==> src/rtl/proc_pkg.sv <==
// Shared opcodes, timestep encodings and register select helper
// for the multicycle processor control path.
package proc_pkg;

  localparam logic [2:0] OP_MV   = 3'b000;
  localparam logic [2:0] OP_MVI  = 3'b001;
  localparam logic [2:0] OP_ADD  = 3'b010;
  localparam logic [2:0] OP_SUB  = 3'b011;
  localparam logic [2:0] OP_LD   = 3'b100;
  localparam logic [2:0] OP_ST   = 3'b101;
  localparam logic [2:0] OP_MVNZ = 3'b110;
  localparam logic [2:0] OP_NOP  = 3'b111;

  typedef enum logic [1:0] {
    T0 = 2'd0,
    T1 = 2'd1,
    T2 = 2'd2,
    T3 = 2'd3
  } tstep_t;

  // Bus mux expects R0 on bit 7 down to R7 on bit 0.
  function automatic logic [7:0] reg_onehot(input logic [2:0] r);
    return 8'h80 >> r;
  endfunction

endpackage

==> src/rtl/proc_step_counter.sv <==
// Timestep register with synchronous clear and the memory
// wait down-counter used while a load is outstanding.
module proc_step_counter
  import proc_pkg::*;
#(
  parameter int unsigned MEM_WAIT = 1
) (
  input  logic       Clock,
  input  logic       Resetn,
  input  tstep_t     step_nxt,
  input  logic       cnt_load,
  input  logic       cnt_dec,
  output tstep_t     step,
  output logic [2:0] cnt
);

  always_ff @(posedge Clock) begin
    if (Resetn) begin
      step <= T0;
      cnt  <= '0;
    end else begin
      step <= step_nxt;
      if (cnt_load)
        cnt <= 3'(MEM_WAIT);
      else if (cnt_dec)
        cnt <= cnt - 3'd1;
    end
  end

endmodule

==> src/rtl/proc_control_unit.sv <==
// Multicycle control FSM: fetches IR, then sequences bus selects
// and register loads over T0-T3, pulsing Done on the last step.
module proc_control_unit
  import proc_pkg::*;
#(
  parameter int unsigned MEM_WAIT = 1
) (
  input  logic        Clock,
  input  logic        Resetn,
  input  logic        Run,
  input  logic [15:0] DIN,
  input  logic        Gnz,
  output logic        IRin,
  output logic [7:0]  Rout,
  output logic [7:0]  Rin,
  output logic        Gout,
  output logic        DINout,
  output logic        Memout,
  output logic        Ain,
  output logic        Gin,
  output logic        AddSub,
  output logic        ADDRin,
  output logic        DOUTin,
  output logic        W_D,
  output logic        Done
);

  logic [15:0] ir;
  logic [2:0]  op;
  logic [2:0]  rx;
  logic [2:0]  ry;
  logic [7:0]  x_oh;
  logic [7:0]  y_oh;
  logic        unused_ir;
  logic        is_alu;

  tstep_t      step;
  tstep_t      step_nxt;
  logic [2:0]  cnt;
  logic        cnt_load;
  logic        cnt_dec;

  assign op        = ir[15:13];
  assign rx        = ir[12:10];
  assign ry        = ir[9:7];
  assign x_oh      = reg_onehot(rx);
  assign y_oh      = reg_onehot(ry);
  assign unused_ir = ^ir[6:0];
  assign is_alu    = (op == OP_ADD) || (op == OP_SUB);

  always_ff @(posedge Clock) begin
    if (Resetn)
      ir <= '0;
    else if (IRin)
      ir <= DIN;
  end

  proc_step_counter #(
    .MEM_WAIT (MEM_WAIT)
  ) u_step (
    .Clock    (Clock),
    .Resetn   (Resetn),
    .step_nxt (step_nxt),
    .cnt_load (cnt_load),
    .cnt_dec  (cnt_dec),
    .step     (step),
    .cnt      (cnt)
  );

  always_comb begin
    IRin     = 1'b0;
    Rout     = '0;
    Rin      = '0;
    Gout     = 1'b0;
    DINout   = 1'b0;
    Memout   = 1'b0;
    Ain      = 1'b0;
    Gin      = 1'b0;
    AddSub   = 1'b0;
    ADDRin   = 1'b0;
    DOUTin   = 1'b0;
    W_D      = 1'b0;
    Done     = 1'b0;
    step_nxt = step;
    cnt_load = 1'b0;
    cnt_dec  = 1'b0;

    // Reset holds every strobe low, IRin included.
    if (!Resetn) begin
      unique case (step)
        T0: begin
          if (Run) begin
            IRin     = 1'b1;
            step_nxt = T1;
          end
        end
        T1: begin
          unique case (op)
            OP_MV: begin
              Rout     = y_oh;
              Rin      = x_oh;
              Done     = 1'b1;
              step_nxt = T0;
            end
            OP_MVI: begin
              DINout   = 1'b1;
              Rin      = x_oh;
              Done     = 1'b1;
              step_nxt = T0;
            end
            OP_ADD, OP_SUB: begin
              Rout     = x_oh;
              Ain      = 1'b1;
              step_nxt = T2;
            end
            OP_LD: begin
              Rout     = y_oh;
              ADDRin   = 1'b1;
              cnt_load = 1'b1;
              step_nxt = (MEM_WAIT == 0) ? T3 : T2;
            end
            OP_ST: begin
              Rout     = y_oh;
              ADDRin   = 1'b1;
              step_nxt = T2;
            end
            OP_MVNZ: begin
              if (Gnz) begin
                Rout = y_oh;
                Rin  = x_oh;
              end
              Done     = 1'b1;
              step_nxt = T0;
            end
            OP_NOP: begin
              Done     = 1'b1;
              step_nxt = T0;
            end
          endcase
        end
        T2: begin
          if (is_alu) begin
            Rout     = y_oh;
            Gin      = 1'b1;
            AddSub   = op[0];
            step_nxt = T3;
          end else if (op == OP_LD) begin
            cnt_dec  = 1'b1;
            // Leave once the final wait cycle is in progress.
            if (cnt <= 3'd1)
              step_nxt = T3;
          end else if (op == OP_ST) begin
            Rout     = x_oh;
            DOUTin   = 1'b1;
            W_D      = 1'b1;
            Done     = 1'b1;
            step_nxt = T0;
          end else begin
            step_nxt = T0;
          end
        end
        T3: begin
          if (is_alu) begin
            Gout = 1'b1;
            Rin  = x_oh;
            Done = 1'b1;
          end else if (op == OP_LD) begin
            Memout = 1'b1;
            Rin    = x_oh;
            Done   = 1'b1;
          end
          step_nxt = T0;
        end
      endcase
    end
  end

endmodule

==> config.mk <==
export PLATFORM = sky130hd
export DESIGN_NAME = proc_control_unit
export DESIGN_NICKNAME = d
export VERILOG_FILES = /design/src/rtl/proc_pkg.sv /design/src/rtl/proc_step_counter.sv /design/src/rtl/proc_control_unit.sv
export SDC_FILE = /design/constraint.sdc
export NUM_CORES = 1
export LEC_CHECK = 0
export ABC_AREA = 1
export BUFFER_PORTS_ARGS = -buffer_cell sky130_fd_sc_hd__buf_2
export CORE_MARGIN = 2
export CORE_UTILIZATION = 35
export CTS_CLUSTER_DIAMETER = 150
export DETAILED_ROUTE_END_ITERATION = 10
export SETUP_SLACK_MARGIN = 0.4
export SLEW_MARGIN = 15
export SYNTH_ARGS = -nofsm -noshare
export SYNTH_HDL_FRONTEND = slang
export SYNTH_SLANG_ARGS = --single-unit
==> constraint.sdc <==
create_clock -name Clock -period 2.2 [get_ports Clock]
set_input_delay 0.22 -clock Clock [delete_from_list [all_inputs] [get_ports Clock]]
set_output_delay 0.22 -clock Clock [all_outputs]
set_load 0.1 [all_outputs]
==> out/metrics.cfg <==
[final_layout]
area_growth_pct=75.6
nets=322
final_cell_area_um2=2490
antenna_cells=0
layout_common_cells=60 x nand2_1, 23 x inv_1, 21 x buf_4, 19 x buf_12, 17 x nor2_1
fillerInstances=330
finish.utilization_pct=63.1
layout-drive-gt1-share_pct=48.5
final_common_cell=nand2_1

[placement]
dpl_cell_area_um2=2150
hpwl_mm=3.11
io_buffers=39
gp_congestion=0.858

[critical_path]
worstSetupPathType=flip-flop to primary output
worstRegToRegCells=8
cpPeakStageDelay_ns=0.41
crit_path_cell_trace=inv_2, nor3_1, inv_1, o21ai_2, nand2_1, a21oi_2, buf_12
crit_path_max_fanout=6
regToRegSetupSlack_ns=0.74
cp-start-kind=flip-flop
crit_path_end_kind=primary output
critPathRequiredTime_ns=1.98
cpMaxStageDelayCell=dfxtp_2
arrival_ns=1.66
cp-startpoint=ir[10]
r2r-start=u_step.step[1]

[power_and_ir_drop]
leakagePower_nw=0.980
power.switching_mw=0.405
p_int_mw=0.542
sw_frac_of_total_pct=42.8
p_comb_share_pct=44.4
pwr-share-clk_pct=22.0
p_per_area_nw_per_um2=381
ir_worst_vdd_mv=0.380
pwr-share-seq_pct=33.7

[outcome]
status=completed

[routing]
wl_per_cell_um=12.7
via_per_inst=4.90
drc=0
drt_pass1_iterations=4
dr_total_vias=1682
wl_mm=4.35
postRouteAntennaNets=0
drtIter0Drc=94

[grt]
grt_max_degree=19
grt_pass1_vias=1524
groute.usage.overall_pct=19.4
grt_overflow=0
grt_first_pass_wirelength_mm=6.86
antenna_found_initial=0

[sta]
min_period_ns=1.88
setup_tns_ns=0
fin_skew_ns=0.00345
worst_hold_slack_ns=0.248
slew_headroom_pct=67.4
grt_setup_unrepaired=true
worstMarginPinSlew_ns=0.493
fmax_mhz=531
report.final.slew_viol_count=0
finalCritPeriodShare_pct=85.6
setup_viol=0
finalHoldViolations=0

[yosys]
synth-main-ff-cell=dfxtp_1
ys_ff_latch=14
synth_edf_count=0
ys_types=32
yosysSeqAreaShare_pct=19.8
ys_warn_count=0
syn_area_per_cell_um2=5.93
async_flop_share_pct=0
syn_inst=239
synth.net_count=266
synth_area_um2=1420

[cts]
clk_latency_ns=0.24
numCtsBuffers=3
cts_num_sinks=14
root_buffer=clkbuf_8
cts_tree=yes
clock_path_buffers=2
htreeDepth=1
cts.clk_slew.worst_paths_ns=0.05

[floorplan]
coreArea_um2=3940
dieHeight_um=67.6
die-area_um2=4580
row_count=23
initial_core_util_pct=36.0
fp.dieW_um=67.6
pin_count=47

[worst_hold_path]
hold_depth=3
holdCritStartpoint=DIN[12]
hold_path_class=input pin to flip-flop

[job]
cap_violations=0

[metal layers]
layer / up-vias / share of wire [%] / track usage (%)
met5: - / 0 / 0
met3: 6 / 3.2 / 1.50
li1: 881 / - / -
met1: 762 / 46 / 26.0
met2: 33 / 50 / 32.6
met4: 0 / 1.2 / 6.89
[cell families after synthesis]
kind of cell,share of synthesized area [%]
AOI/OAI and AO/OA,17.2
adders and majority gates,6.18
buffers and inverters,13.9
DFF,19.8
and+or+nand+nor,43.0
[synth_stat cells (2+ instances only)]
cell type,instances,area share (%)
inv_1,30,7.9
nand2_4,2,1.6
nand3_2,2,1.4
nand2_2,2,0.88
nand2_1,67,18
o21ai_0,6,2.1
nor2_1,23,6.1
ha_1,7,6.2
o21ai_1,5,1.8
buf_6,2,1.6
nor3_1,18,6.4
dfxtp_1,14,20
nor2_2,9,4.0
a21oi_1,10,3.5
a211oi_1,9,4.8
inv_2,6,1.6
nand3_1,8,2.8
buf_2,3,1.1
clkbuf_1,2,0.53
o21ai_2,2,1.2
[state kept, by name (all words and copies together), names as in the netlist]
signal and count:
u_step.step 2, u_step.cnt 3, ir 9
[timing repair]
action / 4_1_cts / 5_1_grt
gates resized for setup: 31 / 25
setup buffers: 12 / 2
cloned: 0 / 0
hold buffers: 0 / 0
endpoints found under the setup margin: 22 / 21
pin swaps: 10 / 14
[worst paths after layout]
kind / to
worst min register to register: u_step.cnt[1]
worst min-delay path: ir[12]
worst max register to register: u_step.cnt[1]
worst max-delay path: Rout[6]
[area by class of cell]
cell class	count	area [um^2]	share of cell area (%)
Timing Repair Buffer	59	654	26.3
Clock buffer	3	41.3	1.66
Tap cell	50	62.6	2.51
Inverter	38	159	6.39
Multi-Input combinational cell	179	1270	51.0
Sequential cell	14	303	12.2
[power by group through the flow]
stage	sequential, mW	clock [mW]	combinational (mW)
finish	0.319	0.208	0.420
global route	0.323	0.221	0.453
CTS	0.315	0.213	0.386
detailed placement	0.315	0	0.342
global placement	0.313	0	0.339
floorplan	0.302	0	0.272
[through the flow]
step	power [mW]	instances	worst slack [ns]
after global routing	0.997	343	0.238
after CTS	0.914	341	0.285
after floorplan	0.575	239	-0.00365
final	0.947	343	0.317
after detailed placement	0.657	326	0.373
after global placement	0.652	326	0.406
[worst max-delay path, delay by kind of cell, from the launching register on]
family / cells / cell delay [ns]
buffers and inverters: 3 / 0.42
DFF: 1 / 0.41
AOI/OAI and AO/OA: 2 / 0.32
and+or+nand+nor: 2 / 0.27
Note: power is estimated with default switching activity, not from simulation.
